File: src/rtl/exp_golomb_k_coder.sv
// Order-k Exp-Golomb serial encoder: one symbol in, codeword out MSB-first with last flag and length sideband.
// Latency: the first code bit is valid the cycle after accept. The accept cycle is not overlapped, so a codeword takes len+1 cycles.
// Backpressure: ready_o only in IDLE; out_ready_i low freezes dt_o/last_o/len_o, state and counters.
module exp_golomb_k_coder #(
  parameter int DATA_WIDTH = 8,
  parameter int K_MAX      = 4,
  parameter int K_WIDTH    = 3,
  parameter int LEN_WIDTH  = 5
) (
  input  logic                  clk_i,
  input  logic                  rstn_i,
  input  logic                  dft_tm_i,
  input  logic [DATA_WIDTH-1:0] dt_i,
  input  logic [K_WIDTH-1:0]    k_i,
  input  logic                  signed_i,
  input  logic                  valid_i,
  output logic                  ready_o,
  output logic                  dt_o,
  output logic                  valid_o,
  output logic                  last_o,
  output logic [LEN_WIDTH-1:0]  len_o,
  input  logic                  out_ready_i,
  output logic                  busy_o
);

  localparam int IW = DATA_WIDTH + 2;
  localparam int NW = $clog2(IW);

  typedef enum logic [1:0] {
    IDLE   = 2'd0,
    PREFIX = 2'd1,
    SUFFIX = 2'd2
  } state_t;

  logic                 rstn_b_w;
  state_t               state_q;
  logic [IW-1:0]        y_q;
  logic [NW-1:0]        z_q;
  logic [NW-1:0]        idx_q;
  logic                 dt_q;
  logic                 vld_q;
  logic                 last_q;
  logic [LEN_WIDTH-1:0] len_q;

  logic [K_WIDTH-1:0]   k_c;
  logic [IW-1:0]        vd_c;
  logic [IW-1:0]        m_c;
  logic [IW-1:0]        y_c;
  logic [NW-1:0]        n_c;
  logic [NW-1:0]        z_c;
  logic [LEN_WIDTH-1:0] len_c;

  assign rstn_b_w = dft_tm_i ? 1'b1 : rstn_i;

  // vd_c is the sign-extended symbol times two; the signed map is 2v-1 for v>0, else -2v.
  always_comb begin
    k_c  = (k_i > K_WIDTH'(K_MAX)) ? K_WIDTH'(K_MAX) : k_i;
    vd_c = {dt_i[DATA_WIDTH-1], dt_i, 1'b0};
    m_c  = {2'b00, dt_i};
    if (signed_i) begin
      if (!dt_i[DATA_WIDTH-1] && (|dt_i)) m_c = vd_c - IW'(1);
      else                                m_c = '0 - vd_c;
    end
    y_c = m_c + (IW'(1) << k_c);
    n_c = '0;
    for (int i = 0; i < IW; i++) begin
      if (y_c[i]) n_c = NW'(i);
    end
    z_c   = n_c - NW'(k_c);
    len_c = LEN_WIDTH'({n_c, 1'b0}) - LEN_WIDTH'(k_c) + LEN_WIDTH'(1);
  end

  // Outputs are registered: each transition also loads the bit that the next state presents.
  always_ff @(posedge clk_i or negedge rstn_b_w) begin
    if (!rstn_b_w) begin
      state_q <= IDLE;
      y_q     <= '0;
      z_q     <= '0;
      idx_q   <= '0;
      dt_q    <= 1'b0;
      vld_q   <= 1'b0;
      last_q  <= 1'b0;
      len_q   <= '0;
    end else begin
      case (state_q)
        IDLE: begin
          if (valid_i) begin
            y_q   <= y_c;
            idx_q <= n_c;
            len_q <= len_c;
            vld_q <= 1'b1;
            if (z_c != '0) begin
              state_q <= PREFIX;
              z_q     <= z_c;
              dt_q    <= 1'b0;
              last_q  <= 1'b0;
            end else begin
              state_q <= SUFFIX;
              z_q     <= '0;
              dt_q    <= y_c[n_c];
              last_q  <= (n_c == '0);
            end
          end
        end
        PREFIX: begin
          if (out_ready_i) begin
            if (z_q == NW'(1)) begin
              state_q <= SUFFIX;
              z_q     <= '0;
              dt_q    <= y_q[idx_q];
              last_q  <= (idx_q == '0);
            end else begin
              z_q <= z_q - NW'(1);
            end
          end
        end
        SUFFIX: begin
          if (out_ready_i) begin
            if (idx_q == '0) begin
              state_q <= IDLE;
              vld_q   <= 1'b0;
              dt_q    <= 1'b0;
              last_q  <= 1'b0;
            end else begin
              idx_q  <= idx_q - NW'(1);
              dt_q   <= y_q[idx_q - NW'(1)];
              last_q <= (idx_q == NW'(1));
            end
          end
        end
        default: begin
          state_q <= IDLE;
          vld_q   <= 1'b0;
          dt_q    <= 1'b0;
          last_q  <= 1'b0;
        end
      endcase
    end
  end

  assign ready_o = (state_q == IDLE);
  assign busy_o  = (state_q != IDLE);
  assign dt_o    = dt_q;
  assign valid_o = vld_q;
  assign last_o  = last_q;
  assign len_o   = len_q;

endmodule

File: config.mk
export PLATFORM = sky130hd
export DESIGN_NAME = exp_golomb_k_coder
export DESIGN_NICKNAME = d
export VERILOG_FILES = /design/src/rtl/exp_golomb_k_coder.sv
export SDC_FILE = /design/constraint.sdc
export NUM_CORES = 1
export LEC_CHECK = 0
export CAP_MARGIN = 10
export CORE_UTILIZATION = 25
export CTS_CLUSTER_SIZE = 40
export DETAILED_ROUTE_END_ITERATION = 8
export HOLD_SLACK_MARGIN = 0.06
export PLACE_DENSITY_LB_ADDON = 0.2
export SYNTH_ARGS = -nofsm -noshare
export SYNTH_HDL_FRONTEND = slang
export SYNTH_SLANG_ARGS = --single-unit
File: constraint.sdc
create_clock -name clk_i -period 3.4 [get_ports clk_i]
set_input_delay 0.51 -clock clk_i [delete_from_list [all_inputs] [get_ports clk_i]]
set_output_delay 0.51 -clock clk_i [all_outputs]
set_load 0.1 [all_outputs]
==> impl_results.md, run 1 <==
* R2R setup slack at 950 ps
* WP data required at about 3500 ps
* Ys flop type: dfrtp_1
* Die Y at 110 µm
* Cell taking the most area after synthesis: dfrtp_1
* Wirelength per Cell at 14.2 µm
* Hold_sp: len_o[0]$_DFFE_PN0P_
* Post-Place Setup Slack at -1940 ps
* Synth cell types at 66
* Clock transition at path regs at 70 ps
* DP Cell Count at 596
* Mapped Cells at 367
* All-Layer GR Usage at between 15 and 20%
* Largest net degree at the start of global routing at 29
* Async S/R FF share, synth at 100%
* Routed via count at between 3000 and 4000
* Die span in x at between 100 and 150 µm
* TritonCTS buffer count at 3
* Area grow syn2layout at 61.5%
* Max-slew headroom at between 30% and 40%
* 1st-pass router iterations at 4
* Total grt overflow at 0
* Critical R2R Capture: dt_o$_DFFE_PN0P_
* Core footprint at 11400 µm²
* Initial Util at between 20% and 30%
* Clock Latency Late Sink at ~260 ps
* Seq cells post-synth at 28
* Clk_skew at 3.45 ps
* Quantity of I/O buffers inserted on ports at 26
* # DRC at 0
* Clock net sink count at 28
* Vias per inst at a little under 5
* Layout cell share with drive strength beyond 1 at 42.7%
* Crit path launch: dt_i[3]
* FF-to-FF path depth at 5
* Final Setup Violations at 16
* CP Data Arrival Time at 4720 ps
* Root buffer cell: clkbuf_16
* Total routed wirelength at 8.92 mm
* Critical Path Fanout Max at 5
* Vias in the first global route at 3175
* Register area share after synthesis at between 20% and 30%
* Max cap viols at 0
* Worst setup SP type: primary input
* Yosys warns at 0
* Fin. max-slew vios at 0
* Post-route setup slack at -1170 ps
* Failing checks: setup timing
* Pleak at 2.03 nW
* # IOs at 27
* Endpoint, Worst Hold: len_o[0]$_DFFE_PN0P_
* Worst hold path class: reg -> reg
* R2r startpoint: state_q[1]$_DFFE_PN0P_
* Final critical-path required period at 4570 ps
* Die area at between 10000 and 15000 µm²
* Iter 0 DRT Violations at 149
* Crit share post-route at 134%
* Post-Syn Area at 2940 µm²
* Synth area leaders: dfrtp_1 (24%), ha_1 (9.0%), nand2_1 (5.6%), xnor2_1 (5.1%), a21oi_1 (4.8%)
* CTS H-tree depth at 1
* Post-synth EDFFs at 0
* Top cell type's share of synthesized area at about a quarter
* TritonCTS clock tree: done
* Nets@finish at 525
* Final hold vios at 0
* Fmax at 219 MHz
* Status: finished, violations left
* Global-route wire length before repair at between 10 and 15 mm
* PD cells at 687 nW/µm²
* Syn avg cell area at 8.00 µm²
* Ant diodes at 0
* Post-route ant nets at 0
* Layout Cells excl Fill at 626
* Rows at 39
* Hold Path Cell Cnt at 2
* CP endpoint kind: register
* Post-DP HPWL at between 6 and 7 mm
* RSZ-0062 raised after global routing: yes
* Setup CP Type: in -> reg
* Hold buffers post-CTS at 0
* RePlAce Congestion at 0.817
* Initial antenna violation count at 0
* Worst-Margin Slew at 965 ps
* Max VDD drop at 0.864 mV
* Clock tree buffer depth at 2
==> worst max-delay path by stage <==
stage	end	slack, ps
floorplan	z_q[3]$_DFFE_PN0P_	-1200
finish	z_q[3]$_DFFE_PN0P_	-1170
CTS	z_q[3]$_DFFE_PN0P_	-1220
detailed placement	dt_o$_DFFE_PN0P_	-1940
global placement	last_o$_DFFE_PN0P_	-1810
global route	z_q[3]$_DFFE_PN0P_	-1360
==> per-stage QoR <==
step                power (mW)  utilization (%)  instance area, µm²  setup TNS, ps  hold WS (ps)
floorplan                 1.95                -                3020         -10830           458
global placement          2.49             34.5                3940         -22870           465
detailed placement        2.50             34.5                3940         -24570           474
CTS                       3.19             40.4                4610         -11890           486
global route              3.48             41.5                4740         -13490           519
finish                    3.25             41.5                4740         -10780           487
==> timing repair <==
action / in CTS / in global routing
endpoints found under the setup margin: 21 / 18
setup buffers: 48 / 9
pin swaps: 35 / 33
resized for setup: 91 / 48
==> flip-flops by register name, summed over array words and instances, names as in the netlist <==
signal,count
idx_q,4
y_q,10
state_q,2
z_q,4
dt_o,1
len_o,5
last_o,1
valid_o,1
==> where the power goes <==
part	leakage (nW)	switching, mW	internal [mW]	total (mW)
Combinational	1.65	1.24	1.00	2.25
Clock	0.0511	0.120	0.235	0.354
Sequential	0.333	0.169	0.484	0.653
==> critical path, stage by stage <==
cell and delay [ps]:
buf_8 100, nor4_4 280, nor2b_4 210, a21oi_4 90, buf_6 130, nand2_2 60
o21ai_2 60, ha_2 200, fa_2 360, a211o_4 380, a2111oi_4 300, buf_4 180
a211oi_4 40, buf_4 140, o211ai_1 140, and2_4 230, ha_4 190, nor2b_1 120
o21a_1 190, or2_4 260, o221ai_4 90, o31ai_4 120, o41a_1 320
==> per-layer routing <==
layer	routed length [µm]	share of wire (%)	global-route usage (%)	vias up
met2	4620	52	28.7	34
met5	0	0	0	-
li1	-	-	-	1537
met3	143	1.6	1.29	4
met1	4110	46	18.7	1444
met4	51	0.57	3.38	0
==> synthesized netlist by cell type, types with 5 or more instances <==
cell type   n
dfrtp_1    28
a21oi_1    28
nand2_1    44
nor3_1      7
o21ai_0    24
inv_1      24
nand3_1    10
mux2_2      6
clkbuf_1   12
ha_1       21
xnor2_1    17
nor2b_1     5
nand2b_1    7
nor2_1     29
==> kinds of logic (layout without fill, tap and decap cells) <==
logic type / Yosys count / in the layout / synth area share [%]
other: 1 / 3 / 0.128
and+or+nand+nor: 133 / 133 / 22.5
buffers and inverters: 43 / 157 / 6.05
adders and majority gates: 24 / 24 / 11.0
muxes: 14 / 14 / 6.73
AOI/OAI and AO/OA: 103 / 103 / 23.4
DFF: 28 / 28 / 23.9
xor gates and xnor gates: 21 / 21 / 6.27
==> layout make-up <==
class                           instances  area [µm²]
Fill cell                            1135        6680
Inverter                               24        92.6
Timing Repair Buffer                  129        1090
Tap cell                              143         179
Sequential cell                        28         701
Multi-Input combinational cell        298        2580
Clock inverter                          1        30.0
Clock buffer                            3        75.1
==> placed cells by master, fill, tap and decap left out, types with 4 or more instances in the layout <==
master           Yosys  layout
a21o_1               4       4
a21oi_1             28      19
a21oi_2              0       7
buf_4                1      89
buf_6                1      17
clkdlybuf4s50_1      0      16
dfrtp_1             28      28
dlygate4sd2_1        0       4
ha_1                21       9
ha_4                 0       9
inv_1               24      18
inv_2                0       5
mux2_2               6       4
mux2i_1              4       4
mux4_2               4       4
nand2_1             44      41
nand2b_1             7       6
nand3_1             10      10
nor2_1              29      25
nor3_1               7       6
o211ai_1             4       4
o21ai_0             24      16
o21ai_2              0       5
o22ai_1              4       4
xnor2_1             17      13
No activity file was read; power rests on OpenSTA's default activity.
==> run 2: changes to the inputs <==
--- a/config.mk
+++ b/config.mk
@@ -5,12 +5,13 @@
 export SDC_FILE = /design/constraint.sdc
 export NUM_CORES = 1
 export LEC_CHECK = 0
+export ABC_AREA = 1
 export CAP_MARGIN = 10
 export CORE_UTILIZATION = 25
 export CTS_CLUSTER_SIZE = 40
 export DETAILED_ROUTE_END_ITERATION = 8
 export HOLD_SLACK_MARGIN = 0.06
-export PLACE_DENSITY_LB_ADDON = 0.2
+export PLACE_DENSITY = 0.53
 export SYNTH_ARGS = -nofsm -noshare
 export SYNTH_HDL_FRONTEND = slang
 export SYNTH_SLANG_ARGS = --single-unit
==> constraint.sdc (replaced) <==
create_clock -name clk_i -period 3.7 [get_ports clk_i]
set_input_delay 0.555 -clock clk_i [delete_from_list [all_inputs] [get_ports clk_i]]
set_output_delay 0.555 -clock clk_i [all_outputs]
set_load 0.1 [all_outputs]
==> run 2 against run 1 <==
Compared with the run above:
- the flow still finishes with violations (setup timing)
- critical endpoint is now last_o$_DFFE_PN0P_
- critical path depth increased by 5
- sequential share of layout area increased by 2.6 points
- flip-flop and latch count unchanged
- clock-buffer cell count increased by 1
- worst hold slack got worse by 4.2 ps
- final area decreased by 15%
- largest power group unchanged
==> impl_results.md, run 2 <==
* Status: finished, violations left
* Failing checks: setup timing
* Global-route wire length before repair at 13.1 mm
* Worst setup SP type: primary input
* Most frequent cells in the layout: nand2_1 (85), buf_4 (77), inv_1 (52), nor2_1 (35), o21ai_0 (32)
* Max VDD drop at 0.346 mV
* CTS H-tree depth at 1
* Critical Path Slowest Stage Cell: fa_2
* Clock net sink count at 28
* Initial antenna violation count at 0
* Die area at 11300 µm²
* RePlAce Congestion at 0.883
* Iter 0 DRT Violations at 125
* Post-Place Setup Slack at -1240 ps
* Final Setup Violations at 8
* Ys flop type: dfrtp_1
* Worst Path Buf+Inv at 3
* XOR/XNOR Fraction of Synth Area at under 10%
* Ant diodes at 0
* Psw at around 1.4 mW
* P_int at 1.20 mW
* WL met3 at between 150 and 200 µm
* Fmax at 250 MHz
* CP top delay family: simple AND/OR/NAND/NOR gates
* Combinational share of power at a little over two thirds
* Core footprint at 10400 µm²
* Crit path top cell by count: nand2_1
* Rows at 37
* Setup CP Type: in -> reg
* Layout cell share with drive strength beyond 1 at 32.9%
* Vias per inst at about 4.5
* RSZ-0062 raised after global routing: yes
* Finished Core Util at 38.8%
* Wirelength per Cell at 11.9 µm
* Nets@finish at 558
* Clock transition at path regs at roughly 100 ps
* Async S/R FF share, synth at 100%
* CP Data Arrival Time at roughly 4200 ps
* Compound-gate portion of the synthesized area at between 10% and 20%
* Post-route setup slack at -307 ps
* Mapped Cells at 412
* Leading cell type in the layout, fill and taps excluded: nand2_1
* Max FFs per register at 10
* Syn avg cell area at 6.58 µm²
* Pleak at about 2 nW
* Root buffer cell: clkbuf_8
* Fin. max-slew vios at 0
* Largest net degree at the start of global routing at 29
* Die Y at between 100 and 150 µm
* Highest Signal Layer: met4
* Synth top cells by count: nand2_1 (105), inv_1 (61), o21ai_0 (43)
* Post-Syn Area at 2710 µm²
* WP data required at just under 4000 ps
* Initial Util at 26.0%
* Sw frac at 53.7%
* Max cap viols at 0
* TritonCTS buffer count at 3
* Area grow syn2layout at 49.0%
* Post-route ant nets at 0
* Die span in x at 106 µm
* CP endpoint kind: register
* # DRC at 0
* Synth area leaders: dfrtp_1 (26%), nand2_1 (15%), ha_1 (9.7%), inv_1 (8.4%), o21ai_0 (7.9%)
* Post-Synth Adder-Cell Area at 11.9%
* PD cells at 640 nW/µm²
* Total routed wirelength at 7.75 mm
* Register area share after synthesis at about a quarter
* Post-synth EDFFs at 0
* Layout Cells excl Fill at 652
* Max-slew headroom at 34.7%
* Synth cell types at 35
* Main combinational cell family by area after synthesis: simple AND/OR/NAND/NOR gates
* Final critical-path required period at 4010 ps
* Post-DP HPWL at 6.29 mm
* 1st-pass router iterations at 4
* Crit path largest cell delay at 390 ps
* Routed via count at 2916
* Hold buffers post-CTS at 0
* Worst Hold Slack at 483 ps
* Synth Area in Simple Gates at 31.7%
* Total grt overflow at 0
* Yosys warns at 0
* Flop pwr share at 22.8%
* Clock tree buffer depth at 2
* Worst hold path class: reg -> reg
* All-Layer GR Usage at about 14%
* Crit share post-route at 108%
* Worst-Margin Slew at 976 ps
* Critical Path Fanout Max at 4
* Top reg by flops: y_q
* Met1 wire length at 3.51 mm
* Vias in the first global route at 2874
* Cell taking the most area after synthesis: dfrtp_1
* Clock Latency Late Sink at 280 ps
* # IOs at 27
* Final hold vios at 0
* Quantity of I/O buffers inserted on ports at 26
* Clock network power share at 7.5%
* TritonCTS clock tree: done
* Met2 Routed Length at 4.00 mm
* Seq cells post-synth at 28
* DP Cell Count at ~630
* Post-synthesis mux area share at 0%
* Most frequent cell after synthesis: nand2_1
* Clk_skew at 8.41 ps
* Top cell type's share of synthesized area at 25.8%
==> run 2: metrics by stage <==
| step | power (mW) | setup TNS, ps | instance area [µm²] |
|---|---|---|---|
| 6_report | 2.59 | -1360 | 4040 |
| 3_5_place_dp | 2.28 | -12560 | 3700 |
| 5_1_grt | 2.82 | -3200 | 4040 |
| 4_1_cts | 2.54 | -1740 | 3930 |
| 3_3_place_gp | 2.27 | -12460 | 3700 |
| 2_1_floorplan | 1.78 | -500 | 2840 |
==> run 2: final timing paths <==
path | from | end | slack (ps) | depth (start not counted)
worst max register to register | idx_q[0]$_DFFE_PN0P_ | dt_o$_DFFE_PN0P_ | 1310 | 12
worst min-delay path | len_o[2]$_DFFE_PN0P_ | len_o[2]$_DFFE_PN0P_ | 480 | 2
max in group asynchronous | dft_tm_i | y_q[7]$_DFFE_PN0P_ | 2500 | 2
min in group asynchronous | rstn_i | z_q[0]$_DFFE_PN0P_ | 760 | 2
worst min register to register | len_o[2]$_DFFE_PN0P_ | len_o[2]$_DFFE_PN0P_ | 480 | 2
worst max-delay path | dt_i[1] | last_o$_DFFE_PN0P_ | -310 | 28
==> run 2: routing by layer <==
metal	vias up	global-route usage, %
li1	1535	-
met1	1333	18.3
met2	42	25.9
met3	6	0.858
met4	0	3.27
met5	-	0
==> run 2: tightest hold or removal path, stage by stage (launching register included) <==
cell	delay [ps]
dfrtp_1	360
nand2_1	60
nand2_1	40
==> run 2: power by group through the flow <==
| stage | combinational [mW] | clock (mW) | sequential (mW) |
|---|---|---|---|
| 2_1_floorplan | 0.956 | 0 | 0.824 |
| 3_3_place_gp | 1.68 | 0 | 0.592 |
| 3_5_place_dp | 1.69 | 0 | 0.593 |
| 4_1_cts | 1.75 | 0.202 | 0.588 |
| 5_1_grt | 1.99 | 0.213 | 0.612 |
| 6_report | 1.80 | 0.193 | 0.591 |
==> run 2: layout make-up <==
cell class	instances	area (µm²)
clock buffer	4	55.1
sequential	28	701
tap	136	170
fill	1075	6370
inverter	63	262
multi-input combinational	317	2010
timing repair buffer	104	846
==> run 2: cells by family after synthesis <==
group           Yosys count
xor+xnor                 14
buf+inv                  69
compound gates           81
other cells               1
flops                    28
fa+ha+maj                24
simple gates            195
==> run 2: repair_timing <==
| item | in CTS | in global routing |
|---|---|---|
| setup endpoints to repair | 14 | 11 |
| hold endpoints to repair | 0 | 0 |
| buffers inserted | 14 | 4 |
| gates resized for setup | 46 | 43 |
| pin swaps | 38 | 38 |
